<file path="src/rtl/led_fill_drain.sv">
// LED bar sequencer: fills the bar one LED per step from the selected end,
// drains it in the same order, then repeats. A prescaler sets the step rate.
module led_fill_drain #(
  parameter int WIDTH = 8,
  parameter int DIV   = 25000000
) (
  input  logic             clk,
  input  logic             rs,
  input  logic             en,
  input  logic             dir,
  input  logic             hold,
  output logic [WIDTH-1:0] led,
  output logic             phase,
  output logic             cycle_done
);

  localparam int CW = (DIV > 1) ? $clog2(DIV) : 1;
  localparam logic [CW-1:0]    CNT_MAX  = CW'(DIV - 1);
  localparam logic [WIDTH-1:0] ALL_ONES = {WIDTH{1'b1}};
  localparam logic [WIDTH-1:0] ALL_ZERO = {WIDTH{1'b0}};

  typedef enum logic [1:0] {
    ST_IDLE  = 2'd0,
    ST_FILL  = 2'd1,
    ST_DRAIN = 2'd2
  } state_t;

  state_t           state_q, state_d;
  logic [CW-1:0]    cnt_q, cnt_d;
  logic             dir_q, dir_d;
  logic [WIDTH-1:0] led_q, led_d;
  logic             phase_q, phase_d;
  logic             cycle_done_q, cycle_done_d;
  logic             tick_s;
  logic [WIDTH-1:0] led_drain_s;

  function automatic logic [WIDTH-1:0] fill_step(input logic [WIDTH-1:0] v, input logic d);
    if (d) begin
      fill_step = {1'b1, v[WIDTH-1:1]};
    end else begin
      fill_step = {v[WIDTH-2:0], 1'b1};
    end
  endfunction

  // Draining shifts in the same direction as filling, so the first-lit LED goes out first.
  function automatic logic [WIDTH-1:0] drain_step(input logic [WIDTH-1:0] v, input logic d);
    if (d) begin
      drain_step = {1'b0, v[WIDTH-1:1]};
    end else begin
      drain_step = {v[WIDTH-2:0], 1'b0};
    end
  endfunction

  assign tick_s      = (cnt_q == CNT_MAX) & en & ~hold;
  assign led_drain_s = drain_step(led_q, dir_q);

  // State and output registers with synchronous active-low reset.
  always_ff @(posedge clk) begin
    if (!rs) begin
      state_q      <= ST_IDLE;
      cnt_q        <= '0;
      dir_q        <= 1'b0;
      led_q        <= '0;
      phase_q      <= 1'b0;
      cycle_done_q <= 1'b0;
    end else begin
      state_q      <= state_d;
      cnt_q        <= cnt_d;
      dir_q        <= dir_d;
      led_q        <= led_d;
      phase_q      <= phase_d;
      cycle_done_q <= cycle_done_d;
    end
  end

  // Next state, prescaler and latched direction.
  always_comb begin
    state_d = state_q;
    cnt_d   = cnt_q;
    dir_d   = dir_q;
    if (!en) begin
      state_d = ST_IDLE;
      cnt_d   = '0;
    end else begin
      case (state_q)
        ST_IDLE: begin
          state_d = ST_FILL;
          cnt_d   = '0;
          dir_d   = dir;
        end
        ST_FILL, ST_DRAIN: begin
          if (hold) begin
            cnt_d = cnt_q;
          end else if (tick_s) begin
            cnt_d = '0;
            if ((state_q == ST_FILL) && (led_q == ALL_ONES)) begin
              state_d = ST_DRAIN;
            end else if ((state_q == ST_DRAIN) && (led_drain_s == ALL_ZERO)) begin
              state_d = ST_FILL;
              dir_d   = dir;
            end else begin
              state_d = state_q;
            end
          end else begin
            cnt_d = cnt_q + CW'(1);
          end
        end
        default: begin
          state_d = ST_IDLE;
          cnt_d   = '0;
        end
      endcase
    end
  end

  // LED pattern, phase and completion pulse for the next cycle.
  always_comb begin
    led_d        = led_q;
    cycle_done_d = 1'b0;
    phase_d      = (state_d == ST_FILL);
    if (!en) begin
      led_d = '0;
    end else if (!tick_s) begin
      led_d = (state_q == ST_IDLE) ? ALL_ZERO : led_q;
    end else begin
      case (state_q)
        ST_FILL: begin
          // A full bar starts draining on the same tick, with no dwell at full.
          if (led_q == ALL_ONES) begin
            led_d = led_drain_s;
          end else begin
            led_d = fill_step(led_q, dir_q);
          end
        end
        ST_DRAIN: begin
          led_d        = led_drain_s;
          cycle_done_d = (led_drain_s == ALL_ZERO);
        end
        default: begin
          led_d = '0;
        end
      endcase
    end
  end

  assign led        = led_q;
  assign phase      = phase_q;
  assign cycle_done = cycle_done_q;

endmodule

</file>
<file path="config.mk">
export PLATFORM = sky130hd
export DESIGN_NAME = led_fill_drain
export DESIGN_NICKNAME = d
export VERILOG_FILES = /design/src/rtl/led_fill_drain.sv
export SDC_FILE = /design/constraint.sdc
export NUM_CORES = 1
export LEC_CHECK = 0
export BUFFER_PORTS_ARGS = -buffer_cell sky130_fd_sc_hd__buf_2
export CAP_MARGIN = 5
export CORE_AREA = 5 5 90 84
export DETAILED_ROUTE_END_ITERATION = 8
export DIE_AREA = 0 0 95 89
export GPL_TIMING_DRIVEN = 0
export PLACE_DENSITY = 0.52
export SYNTH_ARGS = -nofsm -noshare
export SYNTH_HDL_FRONTEND = slang
export SYNTH_SLANG_ARGS = --single-unit
</file>
<file path="constraint.sdc">
create_clock -name clk -period 3.7 [get_ports clk]
set_clock_uncertainty 0.05 [all_clocks]
set_input_delay 0.74 -clock clk [delete_from_list [all_inputs] [get_ports clk]]
set_output_delay 0.74 -clock clk [all_outputs]
set_load 0.1 [all_outputs]
</file>
==> results of run 1 <==
flip-flops by register name, summed over array words and instances, names as in the netlist:
signal and count:
cnt_q 25, cycle_done 1, dir_q 1, led 8, phase 1, state_q 2
power breakdown:
part / total, mW / internal [mW] / leakage, nW / switching [mW]
Clock: 0.302 / 0.150 / 0.0472 / 0.152
Combinational: 0.0369 / 0.0137 / 0.328 / 0.0232
Sequential: 0.412 / 0.411 / 0.307 / 0.00165
metrics by stage:
stage          instance area (µm²)  std cells
2_1_floorplan                 1900        213
3_3_place_gp                  2080        316
3_5_place_dp                  2080        316
4_1_cts                       2170        324
5_1_grt                       2170        324
6_report                      2170        324
metal layers:
metal  routed length (µm)  track usage (%)
met1                 2180             14.4
met2                 1660             15.4
met3                   85             2.27
met4                   55             3.54
met5                    0                0
final timing paths:
kind,from,end,slack (ps),depth (start not counted)
max,hold,phase,1260,6
min,cnt_q[1],cnt_q[1],440,2
max reg2reg,cnt_q[14],phase,1380,5
min reg2reg,cnt_q[1],cnt_q[1],440,2
Yosys cell counts:
cell type and instances:
nand2b_1 1, nand4_2 1, nor4bb_1 2, nand4b_1 2, dfxtp_1 38, nor4b_1 2, o311a_1 1, nand3_1 10
nor3_2 1, buf_1 1, or2_2 2, buf_6 1, or3_4 1, or3b_2 3, and2b_1 1, mux2i_1 9
a21oi_1 5, a2bb2oi_2 1, o21ai_0 3, a2111o_1 1, and4_1 2, or3_1 2, o2bb2ai_1 6, ha_1 5
and2_1 2, xor2_1 3, nor2_1 35, xnor2_1 19, nand3b_4 1, nor4_1 6, nor3_1 9, clkbuf_1 1
or4_4 1, and4b_1 1, nand2_1 15, mux2_2 1, o22ai_1 2, nand4_1 6, inv_1 8, buf_2 2
cell families (layout without fill, tap and decap cells):
kind of cell | after synthesis | after routing | share of synthesized area [%]
simple gates | 106 | 106 | 30.7
xor+xnor | 22 | 22 | 10.1
fa+ha+maj | 5 | 5 | 3.29
buf+inv | 13 | 34 | 3.09
flops | 38 | 38 | 40.0
mux | 10 | 10 | 5.33
compound gates | 19 | 19 | 7.44
placed cells by master (no fill, tap or decap), types with 6 or more instances in the layout:
cell type and instances:
dfxtp_1 38, nand4_1 6, clkbuf_8 6, nor3_1 9, inv_1 8, o2bb2ai_1 6
buf_2 15, nand3_1 10, xnor2_1 19, mux2i_1 9, nor2_1 35, nor4_1 6
nand2_1 15
layout make-up:
cell class / instances / area (µm²)
plain buffers: 5 / 28.8
clock buffers: 6 / 82.6
clock inverters: 2 / 12.5
fillers: 683 / 4270
inverters: 8 / 30.0
multi-input cells: 162 / 1080
flip-flops and latches: 38 / 761
well taps: 90 / 113
repair buffers: 13 / 65.1
tightest hold or removal path, stage by stage, from the launching register on:
cell     delay, ps
dfxtp_1        330
nand2_1         60
a21oi_1         50
==> results.sh, run 1 <==
export IMPL_outcome="finished clean"
export IMPL_grt_pass1_wl_um=6950
export IMPL_cts_sinks=38
export IMPL_crit_type="primary input to register"
export IMPL_rsz0062_at_grt="no"
export IMPL_htree_num_levels=2
export IMPL_drt_iter0_drc=61
export IMPL_setup_tns_ps=0
export IMPL_wire_per_inst_um=12.3
export IMPL_cts_root_buf="clkbuf_8"
export IMPL_slew_headroom_pct=50.4
export IMPL_pre_cts_ws_ps=951
export IMPL_cts_hold_buf=0
export IMPL_arrival_ps=2610
export IMPL_synthTopCellsByArea="dfxtp_1, xnor2_1, nor2_1"
export IMPL_die_x_um=95
export IMPL_start_util_pct=29.5
export IMPL_synthesis_nets=223
export IMPL_io_pins=15
export IMPL_cts_resized_gates=0
export IMPL_grt_ovfl_total=0
export IMPL_synth_seq_cells=38
export IMPL_dieHeight_um=89
export IMPL_antenna_found_initial=0
export IMPL_std_cell_rows=28
export IMPL_required_ps=3860
export IMPL_p_per_area_nw_per_um2=346
export IMPL_fmax_mhz=409
export IMPL_clk_insertion_delay_late_ps=290
export IMPL_slowest_delay_ps=560
export IMPL_tightest_slew_ps=739
export IMPL_cp_max_fo=10
export IMPL_cts_inserted_buffers=5
export IMPL_tritoncts="yes"
export IMPL_via_per_inst=4.67
export IMPL_startpoint_type="primary input"
export IMPL_dr_pass1_iters=4
export IMPL_utilization_pct=33.7
export IMPL_peakVddDrop_mv=0.155
export IMPL_synth_seq_area_share_pct=40.0
export IMPL_min_period_ps=2440
export IMPL_die_area_um2=8460
export IMPL_yosysTopAreaCellShare_pct=40.0
export IMPL_cp_cell_sequence="buf_6 > nand3b_4 > or3_4 > or4_4 > a2111o_1 > a2bb2oi_2"
export IMPL_endpoint_kind="register"
export IMPL_setup_violations=0
export IMPL_synthToLayoutAreaGrowth_pct=14.4
export IMPL_port_buffer_count=13
export IMPL_core_area_um2=6450
export IMPL_synthCells=213
export IMPL_whs_ps=436
export IMPL_finalCritPeriodShare_pct=66.0
export IMPL_power_total_mw=0.751
export IMPL_syn_avg_cell_area_um2=8.92
export IMPL_critPathBufInv=1
export IMPL_grt_pass1_vias=1460
export IMPL_antenna_cells=0
export IMPL_post_route_drc_count=0
export IMPL_netlist_area_um2=1900
export IMPL_yosysWarnings=0
export IMPL_grt_usage_pct=10.2
export IMPL_final_hold_viol_count=0
export IMPL_cpMaxStageDelayCell="or4_4"
export IMPL_drive_gt1_share_pct=15.4
export IMPL_postCtsSetupBuffers=0
export IMPL_drv_cap=0
export IMPL_gp_congestion=0.769
export IMPL_place_hpwl_um=2860
export IMPL_leakage_nw=0.682
export IMPL_synth_top_area_cell="dfxtp_1"
export IMPL_grt_max_degree=13
export IMPL_fin_ws_ps=1260
export IMPL_synth_cell_types=40
export IMPL_ctsLongestPathBuffers=2
export IMPL_cts_clk_slew_worst_paths_ps=80
export IMPL_layout_nets=243
export IMPL_cp_top_family="simple AND/OR/NAND/NOR gates"
export IMPL_vias=1514
export IMPL_antenna_left=0
export IMPL_hp_class="register to register"
export IMPL_wirelength_um=3980
export IMPL_slew_violations=0
No activity file was read; power rests on OpenSTA's default activity.
==> run 2, diff against run 1 <==
==> constraint.sdc (replaced) <==
create_clock -name clk -period 2.45 [get_ports clk]
set_clock_uncertainty 0.05 [all_clocks]
set_input_delay 0.49 -clock clk [delete_from_list [all_inputs] [get_ports clk]]
set_output_delay 0.49 -clock clk [all_outputs]
set_load 0.1 [all_outputs]
==> results.sh, run 2 (synthesis results as in run 1) <==
export IMPL_core_area_um2=6450
export IMPL_die_area_um2=8460
export IMPL_htree_num_levels=2
export IMPL_seqCellArea_um2=761
export IMPL_via_per_inst=4.66
export IMPL_peakVddDrop_mv=0.233
export IMPL_cts_root_buf="clkbuf_8"
export IMPL_largest_reg_flops=25
export IMPL_slowest_delay_ps=610
export IMPL_cts_sinks=38
export IMPL_drive_gt1_share_pct=16.2
export IMPL_setup_violations=0
export IMPL_grt_ovfl_total=0
export IMPL_p_per_area_nw_per_um2=518
export IMPL_port_buffer_count=13
export IMPL_drt_iter0_drc=70
export IMPL_startpoint_type="register"
export IMPL_fmax_mhz=431
export IMPL_gp_congestion=0.769
export IMPL_outcome="finished clean"
export IMPL_start_util_pct=29.5
export IMPL_antenna_found_initial=0
export IMPL_met1Wirelength_um=2200
export IMPL_min_period_ps=2320
export IMPL_cpMaxStageDelayCell="or4_4"
export IMPL_layout_common_cells="dfxtp_1, nor2_1, xnor2_1, nand2_1, buf_2"
export IMPL_io_pins=15
export IMPL_endpoint_kind="register"
export IMPL_stdcell_count=324
export IMPL_leakage_nw=0.699
export IMPL_top_register="cnt_q"
export IMPL_slew_headroom_pct=50.5
export IMPL_antenna_cells=0
export IMPL_drv_cap=0
export IMPL_post_route_drc_count=0
export IMPL_multiInputGateArea_um2=1100
export IMPL_layout_nets=243
export IMPL_grt_usage_pct=10.2
export IMPL_routed_top_layer="met4"
export IMPL_grt_max_degree=13
export IMPL_finalCritPeriodShare_pct=94.6
export IMPL_nFillCells=678
export IMPL_arrival_ps=2480
export IMPL_std_cell_rows=28
export IMPL_utilization_pct=34.0
export IMPL_cp_max_fo=6
export IMPL_wirelength_um=3970
export IMPL_postCtsSetupBuffers=0
export IMPL_wire_per_inst_um=12.3
export IMPL_die_x_um=95
export IMPL_synthToLayoutAreaGrowth_pct=15.3
export IMPL_slew_violations=0
export IMPL_dr_wl_met3_um=63
export IMPL_tightest_slew_ps=737
export IMPL_cp_cell_sequence="nor4bb_2 > nand3_2 > or4_4 > a2111o_1 > a2bb2oi_2"
export IMPL_cts_inserted_buffers=5
export IMPL_ctsLongestPathBuffers=2
export IMPL_cts_clk_slew_worst_paths_ps=80
export IMPL_dieHeight_um=89
export IMPL_vias=1511
export IMPL_clk_insertion_delay_late_ps=290
export IMPL_antenna_left=0
export IMPL_numPlacedInstances=316
export IMPL_tritoncts="yes"
export IMPL_hp_class="primary input to register"
export IMPL_final_hold_viol_count=0
export IMPL_layout_commonest_cell="dfxtp_1"
export IMPL_grt_pass1_wl_um=6950
export IMPL_grt_pass1_vias=1460
export IMPL_dr_pass1_iters=4
export IMPL_place_hpwl_um=2860
export IMPL_crit_type="register to register"
export IMPL_required_ps=2610
export IMPL_rsz0062_at_grt="no"
export IMPL_wl_met2_um=1680
[run 2: metal layers]
metal / track usage [%] / vias up
li1: - / 794
met1: 14.4 / 698
met2: 15.4 / 15
met3: 2.27 / 4
met4: 3.54 / 0
met5: 0 / -
[run 2: timing repair]
| item | 4_1_cts | 5_1_grt |
|---|---|---|
| hold buffers | 0 | 0 |
| hold endpoints to repair | 0 | 0 |
| resized for setup | 0 | 3 |
| setup endpoints to repair | 0 | 21 |
[run 2: stage by stage]
step | setup TNS, ps | power (mW) | setup slack [ps] | hold WS (ps) | instance area (µm²)
6_report | 0 | 1.13 | 132 | 412 | 2190
3_3_place_gp | -1170 | 0.693 | -60.3 | 410 | 2080
4_1_cts | 0 | 1.15 | 107 | 402 | 2170
2_1_floorplan | 0 | 0.679 | 111 | 395 | 1900
3_5_place_dp | -786 | 0.693 | -49.2 | 425 | 2080
5_1_grt | 0 | 1.19 | 3.51 | 402 | 2190
[run 2: worst paths after layout]
check / startpoint / end / slack, ps / cells after the start
worst min-delay path: hold / cnt_q[0] / 410 / 3
worst max register to register: cnt_q[14] / phase / 130 / 5
worst min register to register: cnt_q[1] / cnt_q[1] / 440 / 2
worst max-delay path: cnt_q[14] / phase / 130 / 5
[run 2: layout make-up]
type	count	area share (%)
sequential	38	34.7
multi-input combinational	162	50.1
tap	90	5.14
clock inverter	2	0.571
timing repair buffer	13	2.97
inverter	8	1.37
clock buffer	6	3.77
buffer	5	1.31
[run 2: power breakdown]
part           switching [mW]  internal (mW)
Clock                   0.229          0.226
Sequential            0.00249          0.620
Combinational          0.0350         0.0207
Total                   0.266          0.868
[run 2: worst max-delay path: cells and delay by family, from the launching register on]
kind / cells / cell delay, ps
compound gates: 2 / 620
flops: 1 / 430
simple gates: 3 / 1130
